### src/rtl/mips_pkg.sv
// -----------------------------------------------------------------------------
// mips_pkg
// Shared definitions for the MIPS memory-access (M) stage:
//   - load/store opcode constants (instruction bits [31:26])
//   - M-stage FSM state encoding
//   - NOP instruction used as the bubble presented to WB while stalled
//   - mem_decode(): classifies an opcode/address pair as load, store and/or
//     misaligned; used both on the held M instruction and on the instruction
//     about to be loaded so both views always agree.
// -----------------------------------------------------------------------------
package mips_pkg;

  localparam logic [5:0] OP_LB  = 6'h20;
  localparam logic [5:0] OP_LH  = 6'h21;
  localparam logic [5:0] OP_LW  = 6'h23;
  localparam logic [5:0] OP_LBU = 6'h24;
  localparam logic [5:0] OP_LHU = 6'h25;
  localparam logic [5:0] OP_SB  = 6'h28;
  localparam logic [5:0] OP_SH  = 6'h29;
  localparam logic [5:0] OP_SW  = 6'h2B;

  localparam logic [31:0] NOP_INS = 32'h0000_0000;

  typedef enum logic [1:0] {
    ST_IDLE = 2'd0,
    ST_REQ  = 2'd1,
    ST_DONE = 2'd2
  } state_e;

  typedef struct packed {
    logic is_load;
    logic is_store;
    logic misaligned;
  } mem_kind_t;

  // Word ops need addr[1:0]==0, halfword ops need addr[0]==0, byte ops never fault.
  function automatic mem_kind_t mem_decode(input logic [5:0] op, input logic [1:0] addr);
    mem_kind_t k;
    k.is_load    = 1'b0;
    k.is_store   = 1'b0;
    k.misaligned = 1'b0;
    case (op)
      OP_LW: begin
        k.is_load    = 1'b1;
        k.misaligned = (addr != 2'b00);
      end
      OP_LH, OP_LHU: begin
        k.is_load    = 1'b1;
        k.misaligned = addr[0];
      end
      OP_LB, OP_LBU: begin
        k.is_load    = 1'b1;
      end
      OP_SW: begin
        k.is_store   = 1'b1;
        k.misaligned = (addr != 2'b00);
      end
      OP_SH: begin
        k.is_store   = 1'b1;
        k.misaligned = addr[0];
      end
      OP_SB: begin
        k.is_store   = 1'b1;
      end
      default: begin
        k.is_load    = 1'b0;
        k.is_store   = 1'b0;
        k.misaligned = 1'b0;
      end
    endcase
    return k;
  endfunction

endpackage

### src/rtl/mem_store_align.sv
// -----------------------------------------------------------------------------
// mem_store_align
// Combinational decode of a load/store for the data-memory interface.
// Ports:
//   opcode_i     [5:0]  instruction bits [31:26]
//   addr_i       [1:0]  low effective-address bits
//   st_data_i    [31:0] store data (rt value)
//   is_load_o           opcode is a load
//   is_store_o          opcode is a store
//   misaligned_o        access violates its natural alignment
//   dm_be_o      [3:0]  byte enables (all ones for loads, 0 for non-memory)
//   dm_wdata_o   [31:0] store data replicated across the byte lanes
// -----------------------------------------------------------------------------
module mem_store_align
  import mips_pkg::*;
(
  input  logic [5:0]  opcode_i,
  input  logic [1:0]  addr_i,
  input  logic [31:0] st_data_i,
  output logic        is_load_o,
  output logic        is_store_o,
  output logic        misaligned_o,
  output logic [3:0]  dm_be_o,
  output logic [31:0] dm_wdata_o
);

  mem_kind_t kind_s;

  assign kind_s       = mem_decode(opcode_i, addr_i);
  assign is_load_o    = kind_s.is_load;
  assign is_store_o   = kind_s.is_store;
  assign misaligned_o = kind_s.misaligned;

  // Byte enables and lane replication; memory picks the lanes via dm_be.
  always_comb begin
    dm_be_o    = 4'b0000;
    dm_wdata_o = 32'h0000_0000;
    case (opcode_i)
      OP_SW: begin
        dm_be_o    = 4'b1111;
        dm_wdata_o = st_data_i;
      end
      OP_SH: begin
        dm_be_o    = addr_i[1] ? 4'b1100 : 4'b0011;
        dm_wdata_o = {2{st_data_i[15:0]}};
      end
      OP_SB: begin
        dm_be_o    = 4'b0001 << addr_i;
        dm_wdata_o = {4{st_data_i[7:0]}};
      end
      OP_LB, OP_LH, OP_LW, OP_LBU, OP_LHU: begin
        dm_be_o    = 4'b1111;
        dm_wdata_o = 32'h0000_0000;
      end
      default: begin
        dm_be_o    = 4'b0000;
        dm_wdata_o = 32'h0000_0000;
      end
    endcase
  end

endmodule

### src/rtl/line_mem.sv
// -----------------------------------------------------------------------------
// line_mem
// Memory-access (M) stage of the 5-stage MIPS pipeline. Holds the EX->M
// register, issues one req/ack data-memory access per load/store, stalls the
// front of the pipeline while it is outstanding and hands ins/pc/alu_result
// plus the raw memory word to WB.
// Ports:
//   clk, reset (async, active low)
//   ins_in, pc_in, alu_result_in, st_data_in        from EX
//   dm_req, dm_we, dm_addr, dm_be, dm_wdata          request to data memory
//   dm_ack, dm_rdata                                 completion from memory
//   stall_out                                        freeze PC/IF/ID/EX
//   ins_out, pc_out, alu_result_out, dm_data_out     to WB
//   exc_align                                        M instruction misaligned
//   exc_bus                                          access timed out (pulse)
// -----------------------------------------------------------------------------
module line_mem
  import mips_pkg::*;
#(
  parameter int TIMEOUT = 15,
  parameter int CNT_W   = 4
) (
  input  logic        clk,
  input  logic        reset,
  input  logic [31:0] ins_in,
  input  logic [31:0] pc_in,
  input  logic [31:0] alu_result_in,
  input  logic [31:0] st_data_in,
  output logic        dm_req,
  output logic        dm_we,
  output logic [31:0] dm_addr,
  output logic [3:0]  dm_be,
  output logic [31:0] dm_wdata,
  input  logic        dm_ack,
  input  logic [31:0] dm_rdata,
  output logic        stall_out,
  output logic [31:0] ins_out,
  output logic [31:0] pc_out,
  output logic [31:0] alu_result_out,
  output logic [31:0] dm_data_out,
  output logic        exc_align,
  output logic        exc_bus
);

  localparam logic [CNT_W-1:0] TIMEOUT_C = CNT_W'(TIMEOUT);
  localparam logic [CNT_W-1:0] CNT_ONE   = CNT_W'(1);
  localparam logic [CNT_W-1:0] CNT_ZERO  = CNT_W'(0);

  state_e            state_q, state_d;
  logic [31:0]       ins_q, ins_d;
  logic [31:0]       pc_q, pc_d;
  logic [31:0]       alu_q, alu_d;
  logic [31:0]       st_data_q, st_data_d;
  logic [31:0]       rdata_q, rdata_d;
  logic [CNT_W-1:0]  cnt_q, cnt_d;
  logic              exc_bus_q, exc_bus_d;

  logic              m_is_load_s;
  logic              m_is_store_s;
  logic              m_misaligned_s;
  logic [3:0]        m_be_s;
  logic [31:0]       m_wdata_s;
  mem_kind_t         nx_kind_s;
  logic              nx_mem_s;
  logic              stall_s;

  mem_store_align u_align (
    .opcode_i     (ins_q[31:26]),
    .addr_i       (alu_q[1:0]),
    .st_data_i    (st_data_q),
    .is_load_o    (m_is_load_s),
    .is_store_o   (m_is_store_s),
    .misaligned_o (m_misaligned_s),
    .dm_be_o      (m_be_s),
    .dm_wdata_o   (m_wdata_s)
  );

  // Classify the instruction that will be loaded at the next unstalled edge.
  assign nx_kind_s = mem_decode(ins_in[31:26], alu_result_in[1:0]);
  assign nx_mem_s  = (nx_kind_s.is_load | nx_kind_s.is_store) & ~nx_kind_s.misaligned;
  assign stall_s   = (state_q == ST_REQ);

  // M register next state: load from EX unless an access is outstanding.
  always_comb begin
    ins_d     = ins_q;
    pc_d      = pc_q;
    alu_d     = alu_q;
    st_data_d = st_data_q;
    if (stall_s) begin
      ins_d     = ins_q;
      pc_d      = pc_q;
      alu_d     = alu_q;
      st_data_d = st_data_q;
    end else begin
      ins_d     = ins_in;
      pc_d      = pc_in;
      alu_d     = alu_result_in;
      st_data_d = st_data_in;
    end
  end

  // M register storage.
  always_ff @(posedge clk or negedge reset) begin
    if (!reset) begin
      ins_q     <= 32'h0000_0000;
      pc_q      <= 32'h0000_0000;
      alu_q     <= 32'h0000_0000;
      st_data_q <= 32'h0000_0000;
    end else begin
      ins_q     <= ins_d;
      pc_q      <= pc_d;
      alu_q     <= alu_d;
      st_data_q <= st_data_d;
    end
  end

  // FSM next state, wait counter, read-data capture and timeout flag.
  always_comb begin
    state_d   = state_q;
    cnt_d     = cnt_q;
    rdata_d   = rdata_q;
    exc_bus_d = 1'b0;
    case (state_q)
      ST_IDLE, ST_DONE: begin
        cnt_d   = CNT_ZERO;
        state_d = nx_mem_s ? ST_REQ : ST_IDLE;
      end
      ST_REQ: begin
        // An ack on the timeout edge still completes normally.
        if (dm_ack) begin
          rdata_d = m_is_load_s ? dm_rdata : 32'h0000_0000;
          cnt_d   = CNT_ZERO;
          state_d = ST_DONE;
        end else if (cnt_q == TIMEOUT_C) begin
          rdata_d   = 32'h0000_0000;
          exc_bus_d = 1'b1;
          cnt_d     = CNT_ZERO;
          state_d   = ST_DONE;
        end else begin
          cnt_d   = cnt_q + CNT_ONE;
          state_d = ST_REQ;
        end
      end
      default: begin
        cnt_d   = CNT_ZERO;
        state_d = ST_IDLE;
      end
    endcase
  end

  // FSM state, counter and captured data storage.
  always_ff @(posedge clk or negedge reset) begin
    if (!reset) begin
      state_q   <= ST_IDLE;
      cnt_q     <= CNT_ZERO;
      rdata_q   <= 32'h0000_0000;
      exc_bus_q <= 1'b0;
    end else begin
      state_q   <= state_d;
      cnt_q     <= cnt_d;
      rdata_q   <= rdata_d;
      exc_bus_q <= exc_bus_d;
    end
  end

  // Output decode from registered state; request fields held from M during REQ.
  always_comb begin
    dm_req         = 1'b0;
    dm_we          = 1'b0;
    dm_addr        = 32'h0000_0000;
    dm_be          = 4'b0000;
    dm_wdata       = 32'h0000_0000;
    stall_out      = 1'b0;
    ins_out        = NOP_INS;
    pc_out         = 32'h0000_0000;
    alu_result_out = 32'h0000_0000;
    dm_data_out    = 32'h0000_0000;
    case (state_q)
      ST_IDLE: begin
        ins_out        = ins_q;
        pc_out         = pc_q;
        alu_result_out = alu_q;
      end
      ST_REQ: begin
        dm_req    = 1'b1;
        dm_we     = m_is_store_s;
        dm_addr   = {alu_q[31:2], 2'b00};
        dm_be     = m_be_s;
        dm_wdata  = m_wdata_s;
        stall_out = 1'b1;
      end
      ST_DONE: begin
        ins_out        = ins_q;
        pc_out         = pc_q;
        alu_result_out = alu_q;
        dm_data_out    = rdata_q;
      end
      default: begin
        ins_out = NOP_INS;
      end
    endcase
  end

  assign exc_align = m_misaligned_s;
  assign exc_bus   = exc_bus_q;

endmodule

### config.mk
export PLATFORM = sky130hd
export DESIGN_NAME = line_mem
export DESIGN_NICKNAME = d
export VERILOG_FILES = /design/src/rtl/mips_pkg.sv /design/src/rtl/mem_store_align.sv /design/src/rtl/line_mem.sv
export SDC_FILE = /design/constraint.sdc
export NUM_CORES = 1
export LEC_CHECK = 0
export ABC_AREA = 1
export CORE_UTILIZATION = 43
export DETAILED_ROUTE_END_ITERATION = 7
export PLACE_DENSITY = 0.83
export SLEW_MARGIN = 20
export SYNTH_ARGS = -nofsm -noshare
export SYNTH_HDL_FRONTEND = slang
export SYNTH_SLANG_ARGS = --single-unit
### constraint.sdc
create_clock -name clk -period 1.83 [get_ports clk]
set_clock_uncertainty 0.05 [all_clocks]
set_input_delay 0.366 -clock clk [delete_from_list [all_inputs] [get_ports clk]]
set_output_delay 0.366 -clock clk [all_outputs]
set_load 0.02 [all_outputs]
* Word level (Yosys, flattened, before mapping) *
Cells that the tools add are included.
Widths: inputs -> output; s select.

word-level totals
  bits in registers = 167
  input bits = 163

cells by class
  $add $sub $neg = 1
  equality and inequality tests = 19
  shift operators = 1
  muxes and demuxes = 31
  bitwise logic cells = 3
  reduce and logical (&&, ||, !) cells = 15

operators by type and width
  operator             number
  $mux 32              9
  $eq 6x6->1 const B   16
  $pmux 32 s3          1
  $mux 4               5
  $pmux 4 s3           1
  $reduce_or 3->1      4
  $mux 1               10
  $reduce_or 5->1      2
  $reduce_bool 2->1    3
  $reduce_or 2->1      3
  $reduce_or 6->1      1
  $add 4x1->4 const B  1
  $eq 4x4->1 const B   1
  $mux 2               2
  $pmux 1 s2           2
  $pmux 2 s2           1
  $shl 1x2->4 const A  1
  $eq 2x1->1 const B   1
  $eq 2x2->1 const B   1
  $logic_not 2->1      1
  $reduce_and 2->1     1
  $and 1x1->1          1
  $not 1->1            1
  $or 1x1->1           1

* Longest topological paths before layout *
  depth in word-level cells = 7
  mapped depth = 8
  gate-level depth less buffers = 7

* Hierarchy *
From an unflattened synthesis, not the netlist that was laid out.

second synthesis, totals
  cell total of the unflattened synthesis = 1152
  area, all modules = 8398.1 sq um

by module, submodules not included
  module           instances  cells an instance  area an instance (sq um)  sequential area each (sq um)
  line_mem         1          1015               7686.1                    4179.0
  mem_store_align  1          137                711.9                     0.0

* Worst setup path after synthesis *
No wires, ideal clock.

  path type = register to output
  start = register ins_q[27]
  end = output dm_be[0]
  data arrival time = 1327 ps
  required time = 1414 ps
  setup slack = 87 ps
  cell stages (with the launch flop) = 9
  path buffers = 1
  cell sequence = dfrtp_1 > inv_1 > nand2_1 > nor2_1 > buf_4 > nand3_1 > nand2_1 > nor2_1 > nor2_1

on the way
  cells in the longest elaborated chain, start to end = 4
  elaborated cells on any way between the ends = 11
  classes of those cells = eq/ne: 8; mux: 2; reduce/logical: 1

ends and longest elaborated chain
  item                              line                   text
  start, declared                   line_mem.sv:50         logic [31:0] ins_q, ins_d;
  start signal, assigned            line_mem.sv:110        ins_q <= ins_d;
  $eq 6x6->1                        mem_store_align.sv:38  case (opcode_i)
  $reduce_or 6->1 (no source line)  -
  $pmux 4 s3 (*)                    mem_store_align.sv:38
  $mux 4 (*)                        line_mem.sv:178        case (state_q)
  end, declared                     line_mem.sv:32         output logic [3:0] dm_be,

Mark *: on every way between the ends. The rest lies on a longest branch, timed or not.

* Worst setup path in the final report *
  start = register ins_q[27]
  end = output dm_wdata[8]

on the way
  cells in the longest elaborated chain, start to end = 3
  elaborated cells on any way between the ends = 5
  classes of those cells = eq/ne: 3; mux: 2

ends and longest elaborated chain
  item             line                   text
  $eq 6x6->1       mem_store_align.sv:38
  $pmux 32 s3 (*)  mem_store_align.sv:38
  $mux 32 (*)      line_mem.sv:178
  end, declared    line_mem.sv:33         output logic [31:0] dm_wdata,

Marked as above.

==> results.sh <==
export IMPL_reg2reg_from="state_q[1]"
export IMPL_initialDrtViolationCount=892
export IMPL_cts_buffers=17
export IMPL_design_core_area_sq_mm=0.01877
export IMPL_fillerInstances=852
export IMPL_clkPwrFrac_pct=30.6
export IMPL_final_cell_mix="nand2_1, buf_6, dfrtp_1, clkdlybuf4s50_1, inv_1"
export IMPL_die_h_um=140.6
export IMPL_die_w_um=140.6
export IMPL_synth_top_family_by_area="simple AND/OR/NAND/NOR gates"
export IMPL_slew_viol_final=0
export IMPL_hp_class="input port to asynchronous set/reset pin"
export IMPL_grt_pass1_vias=8919
export IMPL_clock_sinks=167
export IMPL_p_seq_share_pct=35.3
export IMPL_netlist_instances=1112
export IMPL_leakagePower_nw=7.893
export IMPL_end_kind="output port"
export IMPL_fin_cells=1811
export IMPL_crit_type="flop to output port"
export IMPL_clock_latency_ns=0.42
export IMPL_die_area_sq_mm=0.01977
export IMPL_cts_buffer_depth=2
export IMPL_synth_xor_area_share_pct=0.1060
export IMPL_fin_ws_ns=-0.5206
export IMPL_status="complete, but fails checks"
export IMPL_nets=1726
export IMPL_final_common_cell="nand2_1"
export IMPL_grt_max_degree=44
export IMPL_r2r_slack_ns=-0.06
export IMPL_power_internal_mw=7.995
export IMPL_combPwrFrac_pct=34.1
export IMPL_htreeDepth=4
export IMPL_grt_overflow=0
export IMPL_ys_ff_latch=167
export IMPL_antenna_found_initial=3
export IMPL_violations="negative setup slack"
export IMPL_hold_viol_final=0
export IMPL_start_util_pct=44.01
export IMPL_dpl_instance_area_sq_mm=0.01255
export IMPL_cap_violations=0
export IMPL_rsz0062_at_grt="yes"
export IMPL_via_per_inst=5.572
export IMPL_cts_clk_slew_worst_paths_ns=0.07
export IMPL_drt_wl_total_mm=39.46
export IMPL_portBuffers=361
export IMPL_globalplace_congestion=0.9413
export IMPL_cts_root_buffer="clkbuf_16"
export IMPL_period_needed_ns=2.351
export IMPL_wl_per_cell_um=21.79
export IMPL_syn_area_per_cell_sq_um=7.428
export IMPL_swShare_pct=33.87
export IMPL_finalSetupTns_ns=-49.20
export IMPL_fin_crit_sh_pct=128.4
export IMPL_dp_cells=1709
export IMPL_worst_ir_drop_vdd_mv=0.6179
export IMPL_ys_top_cells_by_area="dfrtp_1, nand2_1, nor2_1"
export IMPL_power_density_mw_per_mm2=747.2
export IMPL_synth_top_area_share_pct=50.59
export IMPL_r2r_end="rdata_q[14]"
export IMPL_postRouteAntennaNets=0
export IMPL_mappedNetlistArea_sq_mm=0.008260
export IMPL_synthAdderAreaFrac_pct=0.1515
export IMPL_required_ns=1.41
export IMPL_p_sw_mw=4.094
export IMPL_yosysWarnings=0
export IMPL_first_pass_iters=7
export IMPL_synth_compound_area_share_pct=6.892
export IMPL_setup_viol=202
export IMPL_cp_start_kind="flop"
export IMPL_vias=10090
export IMPL_seq_area_frac_synth_pct=50.59
export IMPL_hold_ws_ns=0.3952
export IMPL_dp_hpwl_mm=19.76
export IMPL_synthMuxAreaShare_pct=0
export IMPL_synthSimpleGateAreaFrac_pct=29.82
export IMPL_rows=50
export IMPL_fmax_ghz=0.4254
export IMPL_io_pins=364
export IMPL_reg2reg_depth=8
export IMPL_drcViolationCount=0
export IMPL_yosysTopAreaCell="dfrtp_1"
export IMPL_cts_tree="built"
export IMPL_areaGrowthSynthToFinish_pct=95.85
export IMPL_synth_distinct_cells=25
export IMPL_track_usage_pct=30.21
export IMPL_path_max_fanout=19
export IMPL_drive_gt1_share_pct=39.56
export IMPL_arrival_ns=1.93
export IMPL_final_area_sq_mm=0.01618
export IMPL_grt_pass1_wl_mm=46.42
-- layer usage --
layer / global-route usage (%) / part of all wire, % / vias to the layer above
met4: 14.93 / 6.7 / 2
met2: 50.77 / 51 / 729
met1: 36.61 / 34 / 4856
met3: 6.929 / 8.5 / 220
li1: - / - / 4284
met5: 0 / 0.028 / -
-- cell families (layout without fill, tap and decap cells) --
| group | count (synthesis) | in the layout |
|---|---|---|
| simple gates | 592 | 592 |
| buf+inv | 240 | 701 |
| fa+ha+maj | 1 | 1 |
| compound gates | 110 | 111 |
| xor+xnor | 1 | 1 |
| flops | 167 | 167 |
| other cells | 1 | 4 |
-- area by class of cell --
type	instances	area, sq um	share of cell area (%)
Timing Repair Buffer	499	5759	35.60
Multi-Input combinational cell	707	4658	28.79
Sequential cell	167	4188	25.89
Inverter	169	676.9	4.184
Clock buffer	20	446.7	2.761
Tap cell	234	292.8	1.810
Clock inverter	12	140.1	0.8662
Timing Repair inverter	1	11.26	0.06961
Antenna cell	2	5.005	0.03094
-- flip-flops by register name (all words and copies together) (netlist names) --
| register | cells |
|---|---|
| st_data_q | 32 |
| exc_bus | 1 |
| pc_q | 32 |
| state_q | 2 |
| ins_q | 32 |
| alu_q | 32 |
| cnt_q | 4 |
| rdata_q | 32 |
-- worst max-delay path, stage by stage (launching register included) --
cell and delay [ns]:
dfrtp_1 0.41, inv_2 0.11, nand2_1 0.10, nor2_4 0.12, buf_12 0.17, nand3_1 0.17
nand3_2 0.13, nand2_1 0.08, inv_1 0.09, buf_6 0.12
-- worst max path at each step --
stage | start | endpoint | slack [ns]
2_1_floorplan | ins_q[27] | dm_be[0] | 0.09
3_3_place_gp | ins_q[30] | dm_be[3] | -0.37
3_5_place_dp | ins_q[27] | dm_wdata[26] | -0.43
4_1_cts | ins_q[27] | dm_be[1] | -0.38
5_1_grt | ins_q[27] | dm_wdata[31] | -0.63
6_report | ins_q[27] | dm_wdata[8] | -0.52
-- synth_stat cells --
cell	count
buf_6	6
nor2_1	177
conb_1	1
nor2_8	1
nand2_2	1
clkbuf_1	19
nand4_1	1
nor3_1	1
buf_2	35
ha_1	1
nand2_1	287
o21ai_0	12
o21ai_1	95
buf_1	2
o211ai_4	1
xor2_1	1
nor3_2	9
o211ai_1	1
buf_4	9
dfrtp_1	167
nor2_4	3
a21oi_1	1
inv_1	164
nand3_1	112
inv_2	5
-- power groups by stage --
stage | clock network (mW) | logic, mW | registers (mW)
after CTS | 3.68 | 2.95 | 4.21
after detailed placement | 0 | 2.77 | 4.26
after global placement | 0 | 2.73 | 4.24
final | 3.70 | 4.12 | 4.26
after floorplan | 0 | 1.31 | 4.21
after global routing | 3.86 | 4.30 | 4.28
-- what timing repair did --
action                                  in CTS  in global routing
resized for setup                         1131                542
hold endpoints to repair                    37                  0
pin swaps                                   29                 95
gates cloned                                 8                 15
setup buffers                               11                 35
hold buffers                                 1                  0
endpoints found under the setup margin     198                225
-- stage by stage --
stage / power, mW / utilization, % / setup WS, ns
floorplan: 5.521 / - / 0.08734
global placement: 6.973 / 66.85 / -0.3708
detailed placement: 7.031 / 66.85 / -0.4284
CTS: 10.84 / 72.64 / -0.3800
global route: 12.45 / 86.20 / -0.6272
finish: 12.09 / 86.20 / -0.5206
Note: power is estimated with default switching activity, not from simulation.
==> patch (same settings) <==
Re-encode `state_e` (3 states) as one-hot, 3 bits wide.
--- a/src/rtl/mips_pkg.sv
+++ b/src/rtl/mips_pkg.sv
@@ -21,10 +21,10 @@
 
   localparam logic [31:0] NOP_INS = 32'h0000_0000;
 
-  typedef enum logic [1:0] {
-    ST_IDLE = 2'd0,
-    ST_REQ  = 2'd1,
-    ST_DONE = 2'd2
+  typedef enum logic [2:0] {
+    ST_IDLE = 3'b001,
+    ST_REQ  = 3'b010,
+    ST_DONE = 3'b100
   } state_e;
 
   typedef struct packed {
Formal check against the unedited RTL: no difference found for any inputs over 4 cycles, from zero or initial values and one cycle with reset low; so few cycles prove little.
==> patch against the unedited design <==
The flow still finishes with violations (setup timing). Cell area decreased by 7.4%. Worst setup slack got worse by 140 ps. Core utilization decreased by 9.2 points. Sequential cell count increased by 1. Global-route usage decreased by 1.1 points. Routed wire length decreased by 9.7%. Area after synthesis increased by 3.2%. Fmax decreased by 5.7%. Hold slack improved by 2.3 ps. Critical endpoint is now dm_wdata[24]. Largest cell class unchanged.
Power is not compared: it rests on default switching activity, and its combinational part moved more than twofold at a synthesized area within 25%.
==> patch: results (changes against the unedited design) <==
Yosys cell types 24 (-4.0%); hold_buf cts 1 (unchanged); Compound-Gate Fraction of Synth Area 0.0661 (-0.00286); count of endpoints failing setup in the final report 349 (+73%); initial antenna violation count 1 (-2); Setup TNS Final -123150 ps (-73960 ps); final WL 35600 um (-9.7%); ys flop type dfrtp_1; Worst VDD drop 0.649 mV; DR vias/cell 5.24 (-6.0%); total CTS buffers 17 (unchanged); Final GP Congestion 0.935 (-0.72%); arrival time at the worst endpoint 2080 ps (+150 ps); Iteration-0 DRC Markers 758 (-15%); cells resized by post-CTS repair 574 (-49%); pin count of the biggest net entering global routing 119 (+170%); failing checks setup timing; post-synthesis mux area share 0 (unchanged); PortBufs 361 (unchanged); H-Tree Depth 4 (unchanged); Skew-Pair Late Insertion Delay 430 ps; status finished with violations; Setup Fix Bufs, Post-CTS 27 (+16); Post-Synth Adder-Cell Area 0.00147 (-0.0000467); DR vias 10.1k (-0.13%); post-synthesis sequential area ratio 0.493 (-0.0125); XOR/XNOR share of the synthesized area 0.00206 (+0.000995); worst r2r src state_q[0]; HPWL after detailed placement 20400 um (+3.3%); Root Driver clkbuf_16; Tot GR Track Use 0.292 (-0.0105); DR pass1 iterations 6 (-1); CP Max Fanout 7 (-12); Final WS setup -662 ps (-142 ps); most instantiated cells after synthesis nand2_1, inv_1, nor2_1; crit-path max cell delay 380 ps (-30 ps); dpl cells 1806 (+5.7%); CTS Buffer Depth 2 (unchanged); number of global-route vias before repair 8984 (+0.73%); ys async rst share 1.00 (unchanged); Worst-path clk slew 70 ps (about the same); Warnings, synthesis 0 (unchanged); share of cells above drive strength 1 0.298 (-0.0978); syn_area_per_cell 7.16 um^2 (-3.7%); top cells by area, synth dfrtp_1, nand2_1, inv_1; slowest library cell on the worst path dfrtp_1; CP top delay family buffers and inverters; global-route wire length before repair 45400 um (-2.3%)
-- patch: cell types whose count changed in the layout (fill, tap and decap cells not counted), sizes merged, moves of 4 or more --
cell,delta
buf,-40
nand2,+27
dlygate4sd2,+4
nor2,+6
nand3,+9
dlymetal6s2s,+17
clkbuf,+29
inv,+35
-- patch: per-stage QoR --
stage	total power, uW	cell area (um^2)	util	setup slack, ps
2_1_floorplan	4700	8530	-	2.02
3_3_place_gp	5720	12800	0.658	-453
3_5_place_dp	5750	12800	0.658	-441
4_1_cts	9410	13700	0.705	-637
5_1_grt	10000	15000	0.770	-732
6_report	9690	15000	0.770	-662
-- patch: routing by layer --
metal	up-vias	track usage	share of wire
met3	187	0.0580	0.084
met4	0	0.163	0.069
met1	4773	0.339	0.35
met2	630	0.504	0.50
met5	-	0	0
li1	4488	-	-
-- patch: worst paths after layout --
path | cells past startpoint | end | slack [ps]
max | 11 | dm_wdata[24] | -660
min | 2 | rdata_q[27] | 400
max reg2reg | 10 | ins_q[26] | -270
min reg2reg | 1 | cnt_q[0] | 410
max in group asynchronous | 3 | pc_q[31] | 750
min in group clk | 1 | cnt_q[0] | 410
-- patch: power groups by stage --
stage / combinational [uW] / sequential, uW / clock [uW]
after floorplan: 705 / 3990 / 0
after global routing: 2150 / 3970 / 3890
after global placement: 1710 / 4010 / 0
after CTS: 1720 / 3950 / 3730
final: 2030 / 3970 / 3690
after detailed placement: 1740 / 4020 / 0
-- patch: cell type report --
| type | count | area, um^2 |
|---|---|---|
| multi-input combinational | 747 | 3780 |
| inverter | 204 | 777 |
| clock inverter | 12 | 136 |
| clock buffer | 20 | 467 |
| tap | 265 | 332 |
| timing repair buffer | 508 | 5280 |
| fill | 1264 | 4480 |
| antenna | 1 | 2.50 |
| sequential | 168 | 4210 |
